`src/rtl/if_fetch_stage.sv`:
```
// Instruction-fetch stage: owns the PC, addresses the combinational
// instruction memory and captures the returned word into IF/ID.
module if_fetch_stage #(
  parameter logic [31:0] RESET_PC  = 32'h0000_0000,
  parameter int unsigned MEM_WORDS = 32
) (
  input  logic        clk_i,
  input  logic        rst_i,
  input  logic        stall_i,
  input  logic        redirect_i,
  input  logic [31:0] redirect_pc_i,
  output logic [31:0] imem_addr_o,
  input  logic [31:0] imem_instr_i,
  output logic [31:0] pc_o,
  output logic [31:0] ifid_pc_plus4_o,
  output logic [31:0] ifid_instr_o,
  output logic        ifid_valid_o,
  output logic        addr_err_o,
  output logic [31:0] fetch_cnt_o
);

  // Byte limit held in 34 bits so MEM_WORDS*4 == 2^32 does not wrap to zero.
  localparam logic [33:0] LIMIT = 34'(MEM_WORDS) << 2;

  logic [31:0] r_pc;
  logic [31:0] r_ifid_pc_plus4;
  logic [31:0] r_ifid_instr;
  logic        r_ifid_valid;
  logic        r_addr_err;
  logic [31:0] r_fetch_cnt;

  logic [31:0] w_pc_plus4;
  logic        w_in_range;

  // Sequential PC increment and full-width range test on the current PC.
  always_comb begin
    w_pc_plus4 = r_pc + 32'd4;
    w_in_range = ({2'b00, r_pc} < LIMIT);
  end

  // PC and IF/ID update, priority: reset > redirect > stall > out-of-range > normal.
  always_ff @(posedge clk_i) begin
    if (rst_i) begin
      r_pc            <= RESET_PC;
      r_ifid_pc_plus4 <= '0;
      r_ifid_instr    <= '0;
      r_ifid_valid    <= 1'b0;
      r_addr_err      <= 1'b0;
      r_fetch_cnt     <= '0;
    end else if (redirect_i) begin
      r_pc            <= redirect_pc_i & ~32'h0000_0003;
      r_ifid_pc_plus4 <= '0;
      r_ifid_instr    <= '0;
      r_ifid_valid    <= 1'b0;
    end else if (stall_i) begin
      r_pc            <= r_pc;
    end else if (!w_in_range) begin
      r_ifid_pc_plus4 <= '0;
      r_ifid_instr    <= '0;
      r_ifid_valid    <= 1'b0;
      r_addr_err      <= 1'b1;
    end else begin
      r_pc            <= w_pc_plus4;
      r_ifid_pc_plus4 <= w_pc_plus4;
      r_ifid_instr    <= imem_instr_i;
      r_ifid_valid    <= 1'b1;
      r_fetch_cnt     <= r_fetch_cnt + 32'd1;
    end
  end

  // Outputs come straight from registers; only the memory address mirrors the PC.
  always_comb begin
    imem_addr_o     = r_pc;
    pc_o            = r_pc;
    ifid_pc_plus4_o = r_ifid_pc_plus4;
    ifid_instr_o    = r_ifid_instr;
    ifid_valid_o    = r_ifid_valid;
    addr_err_o      = r_addr_err;
    fetch_cnt_o     = r_fetch_cnt;
  end

endmodule

```
`config.mk`:
```
export PLATFORM = sky130hd
export DESIGN_NAME = if_fetch_stage
export DESIGN_NICKNAME = d
export VERILOG_FILES = /design/src/rtl/if_fetch_stage.sv
export SDC_FILE = /design/constraint.sdc
export NUM_CORES = 1
export LEC_CHECK = 0
export BUFFER_PORTS_ARGS = -buffer_cell sky130_fd_sc_hd__buf_2
export CAP_MARGIN = 20
export CORE_AREA = 5 5 135 137
export CTS_BUF_LIST = sky130_fd_sc_hd__clkbuf_16
export DETAILED_ROUTE_END_ITERATION = 6
export DIE_AREA = 0 0 140 142
export PLACE_DENSITY = 0.62
export REMOVE_ABC_BUFFERS = 1
export SLEW_MARGIN = 0
export SYNTH_ARGS = -nofsm -noshare
export SYNTH_HDL_FRONTEND = slang
export SYNTH_SLANG_ARGS = --single-unit
```
`constraint.sdc`:
```
create_clock -name clk_i -period 7.6 [get_ports clk_i]
set_clock_uncertainty 0.1 [all_clocks]
set_input_delay 1.52 -clock clk_i [delete_from_list [all_inputs] [get_ports clk_i]]
set_output_delay 1.52 -clock clk_i [all_outputs]
set_load 0.02 [all_outputs]
```
==> results by group <==
Placement
  – Placed Cells incl. Taps: between 800 and 900
  – Post-Place Worst Slack: roughly 3.3 ns
  – GP Congestion: 0.717
  – Dpl hpwl: between 9000 and 10000 um
  – Port buffer count: between 200 and 250
  – Cell Area, Placed: 0.00601 sq mm

Final layout
  – Final std cell area, no fill: between 0.006 and 0.007 sq mm
  – Layout area overhead: 32.5%
  – Share of cells above drive strength 1: between 30% and 40%
  – ANT cells: 0
  – Util after Layout: between 30 and 40%
  – Final std cells w/o fill: between 900 and 1000
  – Nets: between 700 and 800

Logic synthesis
  – Yosys top cell area share: between 50% and 60%
  – Synth async-reset ratio: 0%
  – Unique masters post-synth: 41
  – Ys Warns: 0
  – Mapped cell area: 0.00495 sq mm
  – Mapped Cells: 510
  – Top cells by area, synth: dfxtp_1 51%, a22o_1 6.0%, buf_4 5.5%
  – Top FF cell, synth: dfxtp_1
  – Avg Synthesized Cell Area: about 9.7 sq um
  – Synth area leader: dfxtp_1
  – Register area share after synthesis: between 50 and 60%
  – FF+latch count, synth: approximately 130
  – EDFF count, synth: 0

Worst setup path
  – R2R Setup Slk: 4.50 ns
  – Critical path's slowest cell: or4_1
  – Startpoint types: primary input
  – Maximum fanout along the worst path: 36
  – CP Buf/Inv Count: 1
  – Worst reg-to-reg path cell count: 5
  – Top delay family on crit path: simple AND/OR/NAND/NOR gates
  – WS Path Type: in -> reg
  – Data required, critical path: around 7.8 ns
  – Crit end category: flop
  – Crit-path max cell delay: 0.70 ns
  – CP Data Arrival Time: slightly above 4 ns
  – R2R Path Start: imem_addr_o[29]
  – Reg-to-reg endpoint: fetch_cnt_o[21]
  – Crit-path cells: buf_2 -> or2_2 -> or4_4 -> or4_1 -> or3_1 -> a21oi_1

Clock tree
  – Clk_lat worst skew: 0.41 ns
  – Root buf cell: clkbuf_16
  – Clk pin slew, worst setup/hold paths: around 0.050 ns
  – CTS sink cnt: ~130
  – Setup Fix Bufs, Post-CTS: 0
  – Inserted Clock Buffers: 17
  – CTS tree: built
  – Max clock buf depth: 2
  – Post-CTS Hold Fix Bufs: 0
  – CTS H-Tree Depth: 4
  – Resize count post-CTS: 0

Global route
  – Initial antenna violation count: 0
  – Vias in the first global route: 3912
  – First-pass GRT wire length: between 20000 and 25000 um
  – Gr ovfl total: 0
  – Global Route Usage Sum: between 10% and 20%
  – Pin count of the biggest net entering global routing: 66

Die
  – Die area: ~0.020 sq mm
  – Initial core utilization: slightly below 30%
  – Die height: 142 um
  – Core Footprint: approximately 0.017 sq mm
  – Row count: 48
  – I/O Pins: 230
  – Die W: approximately 140 um

Detailed routing
  – DR vias/cell: between 4 and 5
  – Post-Route WL: approximately 13000 um
  – Remaining antenna violation count: 0
  – Drt first pass iters: 4
  – WL/cell: about 14 um
  – DRC: 0
  – Vias: ~4300
  – Drt initial violations: between 100 and 150

Timing
  – Fmax achieved: 0.255 GHz
  – Slew Limit Fails: 0
  – Slew HR: 39.5%
  – Worst setup margin: about 3.7 ns
  – Number of failing hold endpoints at the final stage: 0
  – Fin crit share: approximately half
  – RSZ-0062 raised after global routing: no
  – Worst-margin pin slew: a little over 0.9 ns
  – Final setup vio count: 0
  – Fin crit period: between 3 and 4 ns
  – Final setup TNS: 0 ns

Power and ir drop
  – Worst VDD drop: around 140 uV
  – Pleak: 3.15 nW
  – Pwr dens: ~240 mW/mm^2

Flow run
  – Max Cap Viol: 0

Hold path
  – Hold Path Stages: 1
  – Hold EP: ifid_valid_o
  – Hold path startpoint: ifid_valid_o
  – Hold WC Path Type: reg -> reg

Outcome
  – Outcome: finished, final reports clean
logic make-up (layout without fill, tap and decap cells):
group,Yosys count,in the layout,synth area share (%)
AO/OA/AOI/OAI,86,86,12.4
XOR/XNOR,19,19,3.36
adder cells (fa/ha/maj),2,2,0.506
buffers and inverters,78,269,8.75
flip-flops,126,126,51.0
multiplexers,25,25,5.06
other,1,6,0.0758
AND/OR/NAND/NOR,173,173,18.9
per-layer routing:
metal  share of wire [%]  GRT usage (%)
met5                   0              0
met4                 1.2           4.13
met3                 9.0           4.91
met2                  44           19.5
met1                  46           16.4
report_power, final:
group | internal [W] | switching (W)
combinational | 0.0000420 | 0.0000711
sequential | 0.000671 | 0.0000113
clock | 0.000447 | 0.000302
cell usage in the layout (no fill, tap or decap), types with 3 or more instances in the layout:
cell,netlist,routed
nor4_1,12,12
inv_1,11,12
a22o_1,34,34
mux2i_1,25,25
or3_1,11,11
clkinv_4,0,3
nand3_1,10,10
buf_4,36,5
clkinvlp_4,0,4
xnor2_1,13,13
buf_2,4,221
o31ai_1,7,7
or2_2,4,4
nand2_1,19,19
nor2b_1,3,3
nor2_1,52,52
xor2_1,6,6
o21ai_0,10,10
and2_1,3,3
a21oi_1,23,23
and3_1,26,26
nand4_1,11,11
clkinv_1,0,3
dfxtp_1,126,126
or4_1,10,10
and4_1,3,3
a22oi_1,3,3
conb_1,1,6
clkbuf_16,0,17
metrics by stage:
step | power, W | hold slack, ns
after CTS | 0.00157 | 0.349
after global routing | 0.00161 | 0.371
after global placement | 0.000811 | 0.330
final | 0.00154 | 0.346
after detailed placement | 0.000811 | 0.336
after floorplan | 0.000753 | 0.434
synthesized netlist by cell type (all sizes together) (2+ instances only):
cell and number:
xnor2 13, a211oi 2, xor2 6, nor4 12, or2 4, o31ai 7
o21ai 10, and4 3, nand3 10, buf 46, nand2 19, and3 26
ha 2, nor2 52, dfxtp 126, nor2b 3, clkbuf 21, mux2i 25
a21oi 23, nand4b 2, and2 3, a22o 34, nand4 11, nor3 4
or3 11, a22oi 3, or4 12, inv 11
area by class of cell:
| type | instances | area, sq um |
|---|---|---|
| fill | 1713 | 10400 |
| sequential | 126 | 2520 |
| multi-input combinational | 311 | 2020 |
| timing repair buffer | 226 | 1140 |
| clock buffer | 17 | 425 |
| tap | 225 | 282 |
| clock inverter | 15 | 124 |
| inverter | 11 | 41.3 |
state kept, by name, summed over array words and instances, names as in the netlist:
register,flops
addr_err_o,1
fetch_cnt_o,32
ifid_instr_o,32
ifid_pc_plus4_o,30
ifid_valid_o,1
imem_addr_o,30
worst max-delay path by stage:
| stage | startpoint | to | slack, ns | depth (start not counted) |
|---|---|---|---|---|
| 4_1_cts | redirect_i | fetch_cnt_o[21] | 3.70 | 6 |
| 2_1_floorplan | stall_i | imem_addr_o[5] | 2.70 | 5 |
| 5_1_grt | redirect_i | fetch_cnt_o[21] | 3.59 | 6 |
| 3_5_place_dp | redirect_i | fetch_cnt_o[21] | 3.29 | 6 |
| 3_3_place_gp | redirect_i | fetch_cnt_o[21] | 3.28 | 6 |
| 6_report | redirect_i | fetch_cnt_o[21] | 3.68 | 6 |
Note: power is estimated with default switching activity, not from simulation.
